==> config.mk <==
export PLATFORM = sky130hd
export DESIGN_NAME = sdram_aref_flat
export DESIGN_NICKNAME = d
export VERILOG_FILES = /design/src/rtl/sdram_aref_if.sv /design/src/rtl/sdram_aref.sv /design/src/flat_wrapper.sv
export SDC_FILE = /design/constraint.sdc
export NUM_CORES = 1
export LEC_CHECK = 0
export CAP_MARGIN = 20
export CORE_UTILIZATION = 46
export CTS_BUF_LIST = sky130_fd_sc_hd__clkbuf_4 sky130_fd_sc_hd__clkbuf_8
export CTS_CLUSTER_SIZE = 28
export DETAILED_ROUTE_END_ITERATION = 16
export PLACE_DENSITY = 0.8
export SYNTH_ARGS = -nofsm -noshare
export SYNTH_HDL_FRONTEND = slang
export SYNTH_SLANG_ARGS = --single-unit
==> constraint.sdc <==
create_clock -name clock -period 1.5 [get_ports clock]
set_input_delay 0.375 -clock clock [delete_from_list [all_inputs] [get_ports clock]]
set_output_delay 0.375 -clock clock [all_outputs]
set_load 0.05 [all_outputs]
==> src/rtl/sdram_aref_if.sv <==
// Arbiter handshake and SDRAM command/address bus of the auto-refresh generator.
// AREF_OVERRUN_EN adds the aref_overrun status output.
`timescale 1ns/1ps
interface sdram_aref_if #(
    parameter int ADDR_W = 12
);
    logic              init_done;
    logic              aref_en;
    logic              aref_req;
    logic              aref_end;
    logic [3:0]        sdram_cmd;
    logic [1:0]        sdram_ba;
    logic [ADDR_W-1:0] sdram_addr;
`ifdef AREF_OVERRUN_EN
    logic              aref_overrun;

    modport master (
        input  init_done, aref_en,
        output aref_req, aref_end, sdram_cmd, sdram_ba, sdram_addr, aref_overrun
    );
    modport slave (
        output init_done, aref_en,
        input  aref_req, aref_end, sdram_cmd, sdram_ba, sdram_addr, aref_overrun
    );
`else
    modport master (
        input  init_done, aref_en,
        output aref_req, aref_end, sdram_cmd, sdram_ba, sdram_addr
    );
    modport slave (
        output init_done, aref_en,
        input  aref_req, aref_end, sdram_cmd, sdram_ba, sdram_addr
    );
`endif
endinterface

==> src/rtl/sdram_aref.sv <==
// Periodic SDRAM auto-refresh: PRECHARGE ALL then two AUTO REFRESH per interval.
// Define AREF_OVERRUN_EN to add the sticky missed-deadline flag aref_overrun.
`timescale 1ns/1ps
module sdram_aref #(
    parameter int REF_INTERVAL = 750,
    parameter int T_RP         = 2,
    parameter int T_RC         = 4,
    parameter int ADDR_W       = 12
) (
    input  logic         clock,
    input  logic         reset,
    sdram_aref_if.master bus
);
    localparam int CNT_W    = (REF_INTERVAL > 1) ? $clog2(REF_INTERVAL) : 1;
    localparam int WAIT_MAX = (T_RP > T_RC) ? T_RP : T_RC;
    localparam int WAIT_W   = (WAIT_MAX > 1) ? $clog2(WAIT_MAX) : 1;

    localparam logic [3:0]        CMD_NOP   = 4'b0111;
    localparam logic [3:0]        CMD_PRE   = 4'b0010;
    localparam logic [3:0]        CMD_AREF  = 4'b0001;
    localparam logic [ADDR_W-1:0] ADDR_A10  = ADDR_W'(1024);

    typedef enum logic [2:0] {
        IDLE, PRE, WAIT_RP, AREF1, WAIT_RC1, AREF2, WAIT_RC2, DONE
    } state_t;

    state_t              state_q, state_d;
    logic [WAIT_W-1:0]   wait_q, wait_d;
    logic [CNT_W-1:0]    cnt_q, cnt_d;
    logic                req_q, req_d;
    logic                end_q, end_d;
    logic [3:0]          cmd_q, cmd_d;
    logic [ADDR_W-1:0]   addr_q, addr_d;
    logic                wrap;

    // Interval counter runs only while init_done is high, regardless of FSM state
    always_comb begin
        cnt_d = '0;
        wrap  = 1'b0;
        if (bus.init_done) begin
            if (cnt_q == CNT_W'(REF_INTERVAL - 1)) wrap = 1'b1;
            else                                   cnt_d = cnt_q + CNT_W'(1);
        end
    end

    always_comb begin
        state_d = state_q;
        wait_d  = wait_q;
        case (state_q)
            IDLE: if (req_q && bus.aref_en) begin
                state_d = PRE;
                wait_d  = WAIT_W'(T_RP - 1);
            end
            PRE, WAIT_RP: if (wait_q == '0) begin
                state_d = AREF1;
                wait_d  = WAIT_W'(T_RC - 1);
            end else begin
                state_d = WAIT_RP;
                wait_d  = wait_q - WAIT_W'(1);
            end
            AREF1, WAIT_RC1: if (wait_q == '0) begin
                state_d = AREF2;
                wait_d  = WAIT_W'(T_RC - 1);
            end else begin
                state_d = WAIT_RC1;
                wait_d  = wait_q - WAIT_W'(1);
            end
            AREF2, WAIT_RC2: if (wait_q == '0) begin
                state_d = DONE;
            end else begin
                state_d = WAIT_RC2;
                wait_d  = wait_q - WAIT_W'(1);
            end
            DONE:    state_d = IDLE;
            default: state_d = IDLE;
        endcase
    end

    // Set on wrap beats the clear on grant; init_done low overrides both
    always_comb begin
        req_d = req_q;
        if (state_q == IDLE && state_d != IDLE) req_d = 1'b0;
        if (wrap)                               req_d = 1'b1;
        if (!bus.init_done)                     req_d = 1'b0;
    end

    // Outputs decoded from the next state so the registered bus lines up with the state
    always_comb begin
        cmd_d  = CMD_NOP;
        addr_d = '0;
        end_d  = 1'b0;
        case (state_d)
            PRE: begin
                cmd_d  = CMD_PRE;
                addr_d = ADDR_A10;
            end
            AREF1, AREF2: cmd_d = CMD_AREF;
            DONE:         end_d = 1'b1;
            default: ;
        endcase
    end

    always_ff @(posedge clock) begin
        if (reset) begin
            state_q <= IDLE;
            wait_q  <= '0;
            cnt_q   <= '0;
            req_q   <= 1'b0;
            end_q   <= 1'b0;
            cmd_q   <= CMD_NOP;
            addr_q  <= '0;
        end else begin
            state_q <= state_d;
            wait_q  <= wait_d;
            cnt_q   <= cnt_d;
            req_q   <= req_d;
            end_q   <= end_d;
            cmd_q   <= cmd_d;
            addr_q  <= addr_d;
        end
    end

`ifdef AREF_OVERRUN_EN
    logic ovr_q, ovr_d;

    // A wrap while a refresh is still pending or running means a deadline was missed
    always_comb begin
        ovr_d = ovr_q | (wrap & (req_q | (state_q != IDLE)));
    end

    always_ff @(posedge clock) begin
        if (reset) ovr_q <= 1'b0;
        else       ovr_q <= ovr_d;
    end

    assign bus.aref_overrun = ovr_q;
`endif

    assign bus.aref_req   = req_q;
    assign bus.aref_end   = end_q;
    assign bus.sdram_cmd  = cmd_q;
    assign bus.sdram_ba   = 2'b00;
    assign bus.sdram_addr = addr_q;
endmodule

==> src/flat_wrapper.sv <==
// flat-port wrapper written by rule: the top's interface ports become plain ports
module sdram_aref_flat 
#(
    parameter int REF_INTERVAL = 750,
    parameter int T_RP         = 2,
    parameter int T_RC         = 4,
    parameter int ADDR_W       = 12
)
  (clock, reset, bus_init_done, bus_aref_en, bus_aref_req, bus_aref_end, bus_sdram_cmd, bus_sdram_ba, bus_sdram_addr);
  sdram_aref_if #(.ADDR_W(ADDR_W)) bus_i ();
  input  logic clock;
  input  logic reset;
  input wire logic [$bits(bus_i.init_done)-1:0] bus_init_done;
  input wire logic [$bits(bus_i.aref_en)-1:0] bus_aref_en;
  output wire logic [$bits(bus_i.aref_req)-1:0] bus_aref_req;
  output wire logic [$bits(bus_i.aref_end)-1:0] bus_aref_end;
  output wire logic [$bits(bus_i.sdram_cmd)-1:0] bus_sdram_cmd;
  output wire logic [$bits(bus_i.sdram_ba)-1:0] bus_sdram_ba;
  output wire logic [$bits(bus_i.sdram_addr)-1:0] bus_sdram_addr;
  assign bus_i.init_done = bus_init_done;
  assign bus_i.aref_en = bus_aref_en;
  assign bus_aref_req = bus_i.aref_req;
  assign bus_aref_end = bus_i.aref_end;
  assign bus_sdram_cmd = bus_i.sdram_cmd;
  assign bus_sdram_ba = bus_i.sdram_ba;
  assign bus_sdram_addr = bus_i.sdram_addr;
  sdram_aref #(.REF_INTERVAL(REF_INTERVAL), .T_RP(T_RP), .T_RC(T_RC), .ADDR_W(ADDR_W)) u_core (.clock(clock), .reset(reset), .bus(bus_i));
endmodule
==> results of run 1 <==
## power groups by stage
stage,clock network (mW),logic [mW],registers (mW)
floorplan,0,0.425,0.729
global placement,0,0.675,0.686
detailed placement,0,0.704,0.690
CTS,0.282,0.712,0.682
global route,0.317,0.912,0.708
finish,0.269,0.853,0.703
## per-stage QoR
step	cells	power [mW]	hold slack, ps	setup slack, ps
after global routing	170	1.94	552	-101
after global placement	165	1.36	462	-284
after CTS	169	1.68	500	-28.7
final	170	1.83	509	-5.87
after detailed placement	165	1.39	479	-391
after floorplan	132	1.15	435	-8.89
## layer usage
layer  GRT usage [%]  vias to the layer above  routed length, um
met3            5.92                        0                 75
met4            3.92                        0                  0
met2            32.9                       21               1200
met5               0                        -                  0
met1            17.3                      414                867
li1                -                      435                  -
## worst max-delay path: cells and delay by family (launching register included)
family / cells / cell delay [ps]
compound gates: 1 / 240
fa+ha+maj: 1 / 110
buf+inv: 1 / 60
flops: 1 / 340
simple gates: 3 / 670
## what timing repair did
item,CTS,global route
setup endpoints to repair,11,11
buffers inserted,0,1
pin swaps,6,6
resized for setup,7,12
hold buffers,0,0
endpoints found under the hold margin,0,0
## layout by cell type, fill, tap and decap left out, types with 2 or more instances in the layout
| cell | Yosys | routed |
|---|---|---|
| clkbuf_4 | 0 | 3 |
| dfxtp_1 | 21 | 17 |
| nand2b_1 | 2 | 2 |
| buf_12 | 0 | 6 |
| ha_4 | 0 | 2 |
| o21ai_0 | 3 | 3 |
| xor2_1 | 4 | 4 |
| or3_1 | 3 | 3 |
| nand3_1 | 3 | 3 |
| nor3_1 | 5 | 5 |
| a2bb2oi_1 | 2 | 2 |
| nand4_1 | 4 | 4 |
| a31oi_1 | 2 | 2 |
| clkdlybuf4s50_1 | 0 | 3 |
| conb_1 | 1 | 14 |
| a21oi_1 | 4 | 3 |
| xnor2_1 | 2 | 2 |
| nand2_1 | 9 | 9 |
| inv_2 | 0 | 3 |
| nor2_1 | 13 | 12 |
| buf_4 | 14 | 16 |
| dfxtp_2 | 0 | 4 |
## state kept, by name, summed over array words and instances, names as in the netlist
register / cells
u_core.wait_q: 2
u_core.bus.aref_req: 1
u_core.bus.sdram_addr: 1
u_core.bus.sdram_cmd: 3
u_core.bus.aref_end: 1
u_core.cnt_q: 10
u_core.state_q: 3
## worst max-delay path by stage
stage | startpoint | to | slack, ps | depth (start not counted)
after floorplan | u_core.cnt_q[1] | u_core.cnt_q[6] | -9 | 6
after global placement | bus_aref_en | u_core.wait_q[0] | -280 | 5
after detailed placement | bus_aref_en | u_core.wait_q[0] | -390 | 5
after CTS | u_core.cnt_q[1] | u_core.cnt_q[6] | -30 | 6
after global routing | u_core.cnt_q[1] | u_core.cnt_q[6] | -100 | 6
final | u_core.cnt_q[1] | u_core.cnt_q[6] | -6 | 6
## kinds of logic after synthesis
logic type	after synthesis	synth area share, %
AOI/OAI and AO/OA	19	13.1
xor gates and xnor gates	6	5.11
adders and majority gates	4	4.62
buffers and inverters	22	13.1
DFF	21	40.9
other	1	0.365
and+or+nand+nor	46	22.7
## area by class of cell
| type | instances | area (sq um) | share of cell area, % |
|---|---|---|---|
| multi-input combinational | 89 | 598 | 43.7 |
| clock inverter | 1 | 5.00 | 0.365 |
| sequential | 21 | 425 | 31.1 |
| inverter | 4 | 15.0 | 1.10 |
| timing repair buffer | 25 | 270 | 19.7 |
| tap | 27 | 33.8 | 2.47 |
| clock buffer | 3 | 22.5 | 1.64 |
==> run_results.csv, run 1 <==
group,metric,value,unit
critical_path,path_cells,"inv_2, ha_4, nand4_1, or4b_4, a311oi_2, nor2_1",
power_and_ir_drop,pwr-share-seq,38.5,%
timing,hold_viol,0,
critical_path,r2r-start,"u_core.cnt_q[1]",
timing,maxSlewViolCount,0,
drt,viasPerCell,5.12,
power_and_ir_drop,comb_power_share,46.8,%
critical_path,ff2ff_path_depth,6,
clocking,tritoncts,"built",
min_path,min_to,"u_core.wait_q[1]",
synthesis,synth_cells,119,
die,rows,16,
placed_design,globalplace.congestion,0.760,
placed_design,dpl_cell_area,1260,sq um
synthesis,post-synth-top-area-cell,"dfxtp_1",
layout,fin_util,67.8,%
synthesis,yosys_warnings,0,
synthesis,yosysSeqAreaShare,40.9,%
global_routing,overflow,0,
critical_path,ff2ff_setup_slack,-6,ps
die,core_area,2020,sq um
drt,drc_errors,0,
timing,layout_min_cycle_time,1510,ps
clocking,cts-root-buf,"clkbuf_4",
layout,layout-drive-gt1-share,30.8,%
global_routing,grt_usage,17.1,%
clocking,cts_buffers,3,
drt,drt_first_iter_violations,11,
min_path,min_path_cells,2,
layout,final_cell_area,1370,sq um
layout,syn2layout_area_growth,33.2,%
global_routing,grt_pass1_wl,3190,um
critical_path,cpPeakStageDelay,500,ps
placed_design,port_buffers,9,
critical_path,cp-start-kind,"flip-flop",
timing,tns,-8.98,ps
die,die_x,49.3,um
clocking,cts_sinks,21,
drt,dr.pass1.iters,4,
clocking,cts.clk_slew.worst_paths,120,ps
drt,antenna_left,0,
placed_design,dp_hpwl,1530,um
timing,period_share,100,%
critical_path,crit_arrival,1710,ps
power_and_ir_drop,cellPowerDensity,1330,nW/um^2
die,fp.dieArea,2430,sq um
global_routing,antenna_found_initial,0,
global_routing,grt_pass1_vias,745,
die,initial_core_util,50.9,%
power_and_ir_drop,clkPwrFrac,14.7,%
min_path,worstHoldStart,"u_core.wait_q[1]",
die,die_h,49.3,um
synthesis,ys_types,34,
critical_path,crit_path_top_delay_cell,"or4b_4",
die,io_pins,24,
synthesis,synth.most_common_cell,"dfxtp_1",
synthesis,synth.top_cell.area_share,40.9,%
timing,fin_skew,7.53,ps
run_status,status,"finished with violations",
critical_path,worst-path-max-fanout,2,
synthesis,synth-edff-count,0,
power_and_ir_drop,power.leakage,0.522,nW
drt,drt_wl_total,2140,um
global_routing,grt_max_degree,13,
min_path,hold_class,"flip-flop to flip-flop",
critical_path,required,1700,ps
critical_path,path_class,"flip-flop to flip-flop",
timing,setup_viol,2,
synthesis,ys_ff_latch,21,
critical_path,r2r-end,"u_core.cnt_q[6]",
run,cap_viol_max_count,0,
timing,max_freq,664,MHz
layout,n_fill_cell,156,
clocking,h-tree-depth,1,
timing,rsz0062_at_grt,"true",
synthesis,ys_top_cells_by_area,"dfxtp_1 (41%), buf_4 (10%), nor2_1 (4.7%)",
power_and_ir_drop,switching_share,38.6,%
power_and_ir_drop,irDropWorstVdd,0.731,mV
drt,via_count,870,
power_and_ir_drop,internal_power,1.12,mW
critical_path,crit_path_end_kind,"flip-flop",
clocking,insertion_delay,300,ps
layout,nNetsFinal,151,
synthesis,syn_area,1030,sq um
synthesis,ys.flop_type,"dfxtp_1",
clocking,clock_path_buffers,2,
synthesis,avgSynthCellArea,8.64,sq um
synthesis,synth_common_cells,"dfxtp_1 (21), buf_4 (14), nor2_1 (13)",
drt,routedWlPerCell,12.6,um
layout,diodes,0,
power_and_ir_drop,netSwitchingPower,0.704,mW
run_status,violations,"negative setup slack",
synthesis,async_reset_ff_share,0,%
timing,worst_slack,-5.87,ps
Power figures use the tool's default switching activity.
==> inputs of run 2 (changes only) <==
--- a/config.mk
+++ b/config.mk
@@ -8,7 +8,7 @@
 export CAP_MARGIN = 20
 export CORE_UTILIZATION = 46
 export CTS_BUF_LIST = sky130_fd_sc_hd__clkbuf_4 sky130_fd_sc_hd__clkbuf_8
-export CTS_CLUSTER_SIZE = 28
+export CTS_CLUSTER_SIZE = 16
 export DETAILED_ROUTE_END_ITERATION = 16
 export PLACE_DENSITY = 0.8
 export SYNTH_ARGS = -nofsm -noshare
==> results of run 2 <==
Same layout as run 1: the final DEF is identical, and so are final timing and power.
